### src/rtl/alien_formation_mover_if.sv
`default_nettype none
// ============================================================================
//  Module      : alien_formation_mover_if
//  Description : Control/status bundle between the game FSM, the alien
//                formation mover and the sprite draw/erase logic.
//  Revision    : 1.0 - initial release
// ============================================================================
interface alien_formation_mover_if #(
    parameter int X_W = 8,
    parameter int Y_W = 7
);
    logic           go;
    logic           pause;
    logic           kill;
    logic [X_W-1:0] x;
    logic [Y_W-1:0] y;
    logic           dir;
    logic           active;
    logic           landed;
    logic           hit;
    logic           drop_pulse;

    // Game FSM / sprite side: issues commands, observes position and status
    modport master (
        output go, pause, kill,
        input  x, y, dir, active, landed, hit, drop_pulse
    );

    // Mover side
    modport slave (
        input  go, pause, kill,
        output x, y, dir, active, landed, hit, drop_pulse
    );
endinterface
`default_nettype wire

### src/rtl/alien_formation_mover.sv
`default_nettype none
// ============================================================================
//  Module      : alien_formation_mover
//  Description : Sweeps one alien anchor between X_LEFT and X_RIGHT, dropping
//                one row at each edge and speeding up per drop, until the
//                landing row. Supports pause, kill/hit and restart.
//  Revision    : 1.0 - initial release
// ============================================================================
module alien_formation_mover #(
    parameter int X_W         = 8,
    parameter int Y_W         = 7,
    parameter int X_LEFT      = 98,
    parameter int X_RIGHT     = 106,
    parameter int X_STEP      = 1,
    parameter int Y_START     = 15,
    parameter int Y_STEP      = 4,
    parameter int Y_LIMIT     = 112,
    parameter int TICK_DIV    = 833333,
    parameter int FRAMES_INIT = 15,
    parameter int FRAMES_MIN  = 2,
    parameter int SPEEDUP     = 1
) (
    input  wire logic                clk,
    input  wire logic                resetn,
    alien_formation_mover_if.slave   bus
);

    // State encoding
    localparam logic [2:0] c_ST_IDLE   = 3'd0;
    localparam logic [2:0] c_ST_RIGHT  = 3'd1;
    localparam logic [2:0] c_ST_DROP_L = 3'd2;
    localparam logic [2:0] c_ST_LEFT   = 3'd3;
    localparam logic [2:0] c_ST_DROP_R = 3'd4;
    localparam logic [2:0] c_ST_LANDED = 3'd5;
    localparam logic [2:0] c_ST_HIT    = 3'd6;

    localparam int c_TICK_W = (TICK_DIV > 1) ? $clog2(TICK_DIV) : 1;
    localparam int c_P_W    = (FRAMES_INIT > 1) ? $clog2(FRAMES_INIT + 1) : 1;

    localparam logic [c_TICK_W-1:0] c_TICK_LAST = c_TICK_W'(TICK_DIV - 1);
    localparam logic [X_W-1:0]      c_X_LEFT    = X_W'(X_LEFT);
    localparam logic [X_W-1:0]      c_X_RIGHT   = X_W'(X_RIGHT);
    localparam logic [X_W-1:0]      c_X_STEP    = X_W'(X_STEP);
    localparam logic [X_W:0]        c_X_RIGHT_E = (X_W+1)'(X_RIGHT);
    localparam logic [X_W:0]        c_X_STEP_E  = (X_W+1)'(X_STEP);
    localparam logic [X_W:0]        c_X_LO_E    = (X_W+1)'(X_LEFT + X_STEP);
    localparam logic [Y_W-1:0]      c_Y_START   = Y_W'(Y_START);
    localparam logic [Y_W:0]        c_Y_STEP_E  = (Y_W+1)'(Y_STEP);
    localparam logic [Y_W:0]        c_Y_LIMIT_E = (Y_W+1)'(Y_LIMIT);
    localparam logic [c_P_W-1:0]    c_P_INIT    = c_P_W'(FRAMES_INIT);
    localparam logic [c_P_W-1:0]    c_P_MIN     = c_P_W'(FRAMES_MIN);
    localparam logic [31:0]         c_P_FLOOR32 = 32'(FRAMES_MIN + SPEEDUP);
    localparam logic [31:0]         c_SPEED32   = 32'(SPEEDUP);

    logic [2:0]          r_state;
    logic [2:0]          w_state_nxt;
    logic [X_W-1:0]      r_x;
    logic [X_W-1:0]      w_x_nxt;
    logic [Y_W-1:0]      r_y;
    logic [Y_W-1:0]      w_y_nxt;
    logic                r_dir;
    logic                w_dir_nxt;
    logic [c_P_W-1:0]    r_period;
    logic [c_P_W-1:0]    w_period_nxt;
    logic [c_TICK_W-1:0] r_tick_cnt;
    logic [c_TICK_W-1:0] w_tick_nxt;
    logic [c_P_W-1:0]    r_frame_cnt;
    logic [c_P_W-1:0]    w_frame_nxt;
    logic                r_drop_pulse;
    logic                w_drop_nxt;
    logic                w_active;
    logic                w_landed;
    logic                w_hit;

    // Arithmetic helpers, all widened by one bit so nothing wraps
    logic                w_tick;
    logic                w_frame_done;
    logic [X_W:0]        w_x_inc;
    logic [X_W-1:0]      w_x_right;
    logic [X_W-1:0]      w_x_left;
    logic [Y_W:0]        w_y_sum;
    logic [Y_W-1:0]      w_y_new;
    logic                w_land;
    logic [31:0]         w_per32;
    logic [c_P_W-1:0]    w_period_dec;

    assign w_tick       = (r_tick_cnt == c_TICK_LAST);
    assign w_frame_done = (r_frame_cnt >= (r_period - c_P_W'(1)));
    assign w_x_inc      = {1'b0, r_x} + c_X_STEP_E;
    assign w_x_right    = (w_x_inc > c_X_RIGHT_E) ? c_X_RIGHT : w_x_inc[X_W-1:0];
    assign w_x_left     = ({1'b0, r_x} < c_X_LO_E) ? c_X_LEFT : (r_x - c_X_STEP);
    assign w_y_sum      = {1'b0, r_y} + c_Y_STEP_E;
    assign w_y_new      = w_y_sum[Y_W] ? {Y_W{1'b1}} : w_y_sum[Y_W-1:0];
    assign w_land       = ({1'b0, w_y_new} >= c_Y_LIMIT_E);
    assign w_per32      = 32'(r_period);
    assign w_period_dec = (w_per32 >= c_P_FLOOR32) ? c_P_W'(w_per32 - c_SPEED32) : c_P_MIN;

    // State register
    always_ff @(posedge clk or posedge resetn) begin
        if (resetn) begin
            r_state <= c_ST_IDLE;
        end else begin
            r_state <= w_state_nxt;
        end
    end

    // Next-state and datapath-next logic; kill outranks pause, pause outranks motion
    always_comb begin
        w_state_nxt  = r_state;
        w_x_nxt      = r_x;
        w_y_nxt      = r_y;
        w_dir_nxt    = r_dir;
        w_period_nxt = r_period;
        w_tick_nxt   = r_tick_cnt;
        w_frame_nxt  = r_frame_cnt;
        w_drop_nxt   = 1'b0;
        case (r_state)
            c_ST_IDLE, c_ST_LANDED, c_ST_HIT: begin
                if (bus.go) begin
                    w_state_nxt  = c_ST_RIGHT;
                    w_x_nxt      = c_X_LEFT;
                    w_y_nxt      = c_Y_START;
                    w_dir_nxt    = 1'b1;
                    w_period_nxt = c_P_INIT;
                    w_tick_nxt   = '0;
                    w_frame_nxt  = '0;
                end
            end
            c_ST_RIGHT, c_ST_LEFT: begin
                if (bus.kill) begin
                    w_state_nxt = c_ST_HIT;
                end else if (!bus.pause) begin
                    if (w_tick) begin
                        w_tick_nxt  = '0;
                        w_frame_nxt = w_frame_done ? '0 : (r_frame_cnt + c_P_W'(1));
                    end else begin
                        w_tick_nxt  = r_tick_cnt + c_TICK_W'(1);
                    end
                    if (w_tick && w_frame_done) begin
                        if (r_state == c_ST_RIGHT) begin
                            if (r_x == c_X_RIGHT) begin
                                w_state_nxt = c_ST_DROP_L;
                            end else begin
                                w_x_nxt = w_x_right;
                            end
                        end else begin
                            if (r_x == c_X_LEFT) begin
                                w_state_nxt = c_ST_DROP_R;
                            end else begin
                                w_x_nxt = w_x_left;
                            end
                        end
                    end
                end
            end
            c_ST_DROP_L, c_ST_DROP_R: begin
                if (bus.kill) begin
                    w_state_nxt = c_ST_HIT;
                end else if (!bus.pause) begin
                    w_y_nxt      = w_y_new;
                    w_drop_nxt   = 1'b1;
                    w_period_nxt = w_period_dec;
                    w_tick_nxt   = '0;
                    w_frame_nxt  = '0;
                    if (w_land) begin
                        w_state_nxt = c_ST_LANDED;
                    end else if (r_state == c_ST_DROP_L) begin
                        w_state_nxt = c_ST_LEFT;
                        w_dir_nxt   = 1'b0;
                    end else begin
                        w_state_nxt = c_ST_RIGHT;
                        w_dir_nxt   = 1'b1;
                    end
                end
            end
            default: begin
                w_state_nxt = c_ST_IDLE;
            end
        endcase
    end

    // Position, direction, speed and timebase registers
    always_ff @(posedge clk or posedge resetn) begin
        if (resetn) begin
            r_x          <= c_X_LEFT;
            r_y          <= c_Y_START;
            r_dir        <= 1'b1;
            r_period     <= c_P_INIT;
            r_tick_cnt   <= '0;
            r_frame_cnt  <= '0;
            r_drop_pulse <= 1'b0;
        end else begin
            r_x          <= w_x_nxt;
            r_y          <= w_y_nxt;
            r_dir        <= w_dir_nxt;
            r_period     <= w_period_nxt;
            r_tick_cnt   <= w_tick_nxt;
            r_frame_cnt  <= w_frame_nxt;
            r_drop_pulse <= w_drop_nxt;
        end
    end

    // Status decode straight from the registered state
    always_comb begin
        w_active = 1'b0;
        w_landed = 1'b0;
        w_hit    = 1'b0;
        case (r_state)
            c_ST_RIGHT, c_ST_LEFT, c_ST_DROP_L, c_ST_DROP_R: w_active = 1'b1;
            c_ST_LANDED:                                     w_landed = 1'b1;
            c_ST_HIT:                                        w_hit    = 1'b1;
            default:                                         w_active = 1'b0;
        endcase
    end

    assign bus.x          = r_x;
    assign bus.y          = r_y;
    assign bus.dir        = r_dir;
    assign bus.active     = w_active;
    assign bus.landed     = w_landed;
    assign bus.hit        = w_hit;
    assign bus.drop_pulse = r_drop_pulse;

endmodule
`default_nettype wire

### src/flat_wrapper.sv
// flat-port wrapper written by rule: the top's interface ports become plain ports
module alien_formation_mover_flat 
#(
    parameter int X_W         = 8,
    parameter int Y_W         = 7,
    parameter int X_LEFT      = 98,
    parameter int X_RIGHT     = 106,
    parameter int X_STEP      = 1,
    parameter int Y_START     = 15,
    parameter int Y_STEP      = 4,
    parameter int Y_LIMIT     = 112,
    parameter int TICK_DIV    = 833333,
    parameter int FRAMES_INIT = 15,
    parameter int FRAMES_MIN  = 2,
    parameter int SPEEDUP     = 1
)
  (clk, resetn, bus_go, bus_pause, bus_kill, bus_x, bus_y, bus_dir, bus_active, bus_landed, bus_hit, bus_drop_pulse);
  alien_formation_mover_if #(.X_W(X_W), .Y_W(Y_W)) bus_i ();
  input  wire logic clk;
  input  wire logic resetn;
  input wire logic [$bits(bus_i.go)-1:0] bus_go;
  input wire logic [$bits(bus_i.pause)-1:0] bus_pause;
  input wire logic [$bits(bus_i.kill)-1:0] bus_kill;
  output wire logic [$bits(bus_i.x)-1:0] bus_x;
  output wire logic [$bits(bus_i.y)-1:0] bus_y;
  output wire logic [$bits(bus_i.dir)-1:0] bus_dir;
  output wire logic [$bits(bus_i.active)-1:0] bus_active;
  output wire logic [$bits(bus_i.landed)-1:0] bus_landed;
  output wire logic [$bits(bus_i.hit)-1:0] bus_hit;
  output wire logic [$bits(bus_i.drop_pulse)-1:0] bus_drop_pulse;
  assign bus_i.go = bus_go;
  assign bus_i.pause = bus_pause;
  assign bus_i.kill = bus_kill;
  assign bus_x = bus_i.x;
  assign bus_y = bus_i.y;
  assign bus_dir = bus_i.dir;
  assign bus_active = bus_i.active;
  assign bus_landed = bus_i.landed;
  assign bus_hit = bus_i.hit;
  assign bus_drop_pulse = bus_i.drop_pulse;
  alien_formation_mover #(.X_W(X_W), .Y_W(Y_W), .X_LEFT(X_LEFT), .X_RIGHT(X_RIGHT), .X_STEP(X_STEP), .Y_START(Y_START), .Y_STEP(Y_STEP), .Y_LIMIT(Y_LIMIT), .TICK_DIV(TICK_DIV), .FRAMES_INIT(FRAMES_INIT), .FRAMES_MIN(FRAMES_MIN), .SPEEDUP(SPEEDUP)) u_core (.clk(clk), .resetn(resetn), .bus(bus_i));
endmodule
### config.mk
export PLATFORM = sky130hd
export DESIGN_NAME = alien_formation_mover_flat
export DESIGN_NICKNAME = d
export VERILOG_FILES = /design/src/rtl/alien_formation_mover_if.sv /design/src/rtl/alien_formation_mover.sv /design/src/flat_wrapper.sv
export SDC_FILE = /design/constraint.sdc
export NUM_CORES = 1
export LEC_CHECK = 0
export CAP_MARGIN = 10
export CORE_AREA = 2 2 103 65
export CTS_BUF_LIST = sky130_fd_sc_hd__clkbuf_4
export DETAILED_ROUTE_END_ITERATION = 6
export DIE_AREA = 0 0 105 67
export PLACE_DENSITY = 0.76
export REMOVE_ABC_BUFFERS = 1
export SETUP_SLACK_MARGIN = 0.5
export SYNTH_ARGS = -nofsm -noshare
export SYNTH_HDL_FRONTEND = slang
export SYNTH_SLANG_ARGS = --single-unit
export TNS_END_PERCENT = 1
### constraint.sdc
create_clock -name clk -period 7.9 [get_ports clk]
set_input_delay 0.79 -clock clk [delete_from_list [all_inputs] [get_ports clk]]
set_output_delay 0.79 -clock clk [all_outputs]
set_load 0.02 [all_outputs]
==> metrics.txt <==
die width 105 um; clock tree buffer depth 2; final antenna-violating net count 0; Vias 2,878; startpoint types register; Internal 0.601 mW; Num CTS Buffers 5; Fin. Hold Viols 0; # DRC 0; Max Freq 0.279 GHz; Hold Crit Class reg2reg; Ports 25; critical path peak fanout 13; Comb pwr share 0.478; Reg power frac 0.351; Commonest cells post-synth nor2_1, dfrtp_1, nand2_1; Synth Register Bits 48; # H-tree levels 2; clk sinks 48; CTS tree yes; Max rail drop VDD 0.139 mV; Post-DP HPWL 5.43 mm; drt first pass iters 4; Final nets 411; Post-synth EDFFs 0; PnR worst setup slack 4310 ps; crit path kind reg2reg; slowest stage delay, CP 900 ps; WP data arrival 3900 ps; grt total ovfl 0; port bufs 24; Crit path required time 8220 ps; placed cell areas 0.00353 sq mm; count leader, synth nor2_1; Seq/Total Area, Yosys 0.374; Ant. Diodes 0; Max Cap Viol 0; outcome completed; Final Cycle Share 0.454; share of cells above drive strength 1 0.0814; cells along the critical path or4b_1 -> or4_4 -> o21ai_0 -> nor2b_1 -> nand2_1 -> a21oi_1; Critical Path Sink Type register; gr usage total 0.231; vias per inst 6.03; switching part of the total power 0.437; core area 0.00600 sq mm; fill count 546; gpl congestion 0.964; area grow syn2layout 11.7%; hold_buf cts 0; Initial Util 0.542; worst skew pair latency 380 ps; initial antenna violation count 0; main area contributors after synthesis dfrtp_1, dfstp_2, ha_1, nor2_1, o21ai_0; synth warn 0; Final Max Slew Viols 0; dpl cells 469; final setup fails 0; drt wl/cell 15.7 um; Clock power frac 0.171; NetSw 0.467 mW; Syn Std Cell Area 0.00325 sq mm; Post-synth top flop dfrtp_1; Syn Area/Cell 8.58 sq um; drt initial violations 179; die height 67 um; Post-CTS Setup Inserts 0; Synth Instances 379; Reg clk slew, reported paths 140 ps; first-pass GRT wire length 13.0 mm; Clock Skews 12.0 ps; Post-Layout Cell Count 477; Rel. slew slack 0.192; DIE AREA 0.00704 sq mm; worst slew pin tran 1210 ps; vias in the first global route 2,613; PostCTS Resize Cnt 0; Final Instance Area 0.00363 sq mm; unrepaired setup endpoints after global routing false; post-synth top area share 0.277; dpl ws 4380 ps; Routed WL 7.47 mm; Leak 1.49 nW; Period minus WS final 3590 ps; Yosys top cell by area dfrtp_1; Final TNS setup 0 ps; slowest CP cell o21ai_0; largest net degree at the start of global routing 49; Root Driver clkbuf_4; row count 22; Cell Pwr Density 294 mW/mm^2; async set-or-reset flop fraction in the synthesized netlist 1.00; synth unique cells 67
==> final timing paths <==
check / from / endpoint / slack [ps] / depth (start not counted)
worst max-delay path: u_core.r_tick_cnt[6]$_DFFE_PP0P_ / u_core.r_frame_cnt[0]$_DFFE_PP0P_ / 4310 / 6
worst min-delay path: u_core.r_tick_cnt[5]$_DFFE_PP0P_ / u_core.r_tick_cnt[5]$_DFFE_PP0P_ / 520 / 1
worst max register to register: u_core.r_tick_cnt[6]$_DFFE_PP0P_ / u_core.r_frame_cnt[0]$_DFFE_PP0P_ / 4310 / 6
worst min register to register: u_core.r_tick_cnt[5]$_DFFE_PP0P_ / u_core.r_tick_cnt[5]$_DFFE_PP0P_ / 520 / 1
max in group asynchronous: resetn / u_core.r_tick_cnt[2]$_DFFE_PP0P_ / 6350 / 2
min in group asynchronous: resetn / u_core.bus.drop_pulse$_DFF_PP0_ / 930 / 2
==> flip-flops by register name, summed over array words and instances (netlist names) <==
| register | count |
|---|---|
| u_core.r_tick_cnt | 20 |
| u_core.bus.dir | 1 |
| u_core.bus.x | 8 |
| u_core.bus.drop_pulse | 1 |
| u_core.r_period | 4 |
| u_core.r_frame_cnt | 4 |
| u_core.r_state | 3 |
| u_core.bus.y | 7 |
==> stage by stage <==
step	util	power (mW)	hold WS, ps
after floorplan	-	0.720	467
after global placement	0.588	0.870	506
after detailed placement	0.588	0.881	496
after CTS	0.605	1.07	522
after global routing	0.605	1.15	556
final	0.605	1.07	521
==> final cells by class <==
class                      instances  area, sq um  share of cell area
timing repair buffer              24          240              0.0662
multi-input combinational        296         1900               0.523
sequential                        48         1220               0.335
tap                               84          105              0.0289
clock buffer                       6         45.0              0.0124
inverter                          17         63.8              0.0176
clock inverter                     2         60.1              0.0165
==> worst max-delay path, delay by kind of cell, from the launching register on <==
kind,cells,cell delay [ps]
AO/OA/AOI/OAI,2,1060
flip-flops,1,450
AND/OR/NAND/NOR,4,1990
==> per-layer routing <==
| metal | vias to the layer above | part of all wire | global-route usage |
|---|---|---|---|
| met4 | 0 | 0.0090 | 0.0517 |
| met5 | - | 0 | 0 |
| met3 | 8 | 0.070 | 0.0470 |
| li1 | 1395 | - | - |
| met2 | 92 | 0.41 | 0.328 |
| met1 | 1383 | 0.51 | 0.354 |
==> cell families after synthesis <==
family,Yosys count,synth area share
flip-flops,48,0.374
multiplexers,4,0.0127
AND/OR/NAND/NOR,157,0.256
XOR/XNOR,21,0.0566
AO/OA/AOI/OAI,100,0.205
buffers and inverters,35,0.0412
adder cells (fa/ha/maj),14,0.0539
==> cell usage in the layout (no fill, tap or decap), types with 14 or more instances in the layout <==
cell type	netlist	routed
clkdlybuf4s50_1	0	24
xnor2_1	15	15
a21oi_1	21	21
ha_1	14	14
o21ai_0	28	28
inv_1	17	16
nand2_1	32	32
nor2_1	39	39
dfrtp_1	36	36
==> power groups by stage <==
stage	clock [mW]	combinational, mW	sequential, mW
after global routing	0.198	0.564	0.385
after global placement	0	0.497	0.373
after CTS	0.188	0.507	0.372
after detailed placement	0	0.504	0.376
final	0.183	0.511	0.374
after floorplan	0	0.344	0.376
No activity file was read; power rests on OpenSTA's default activity.
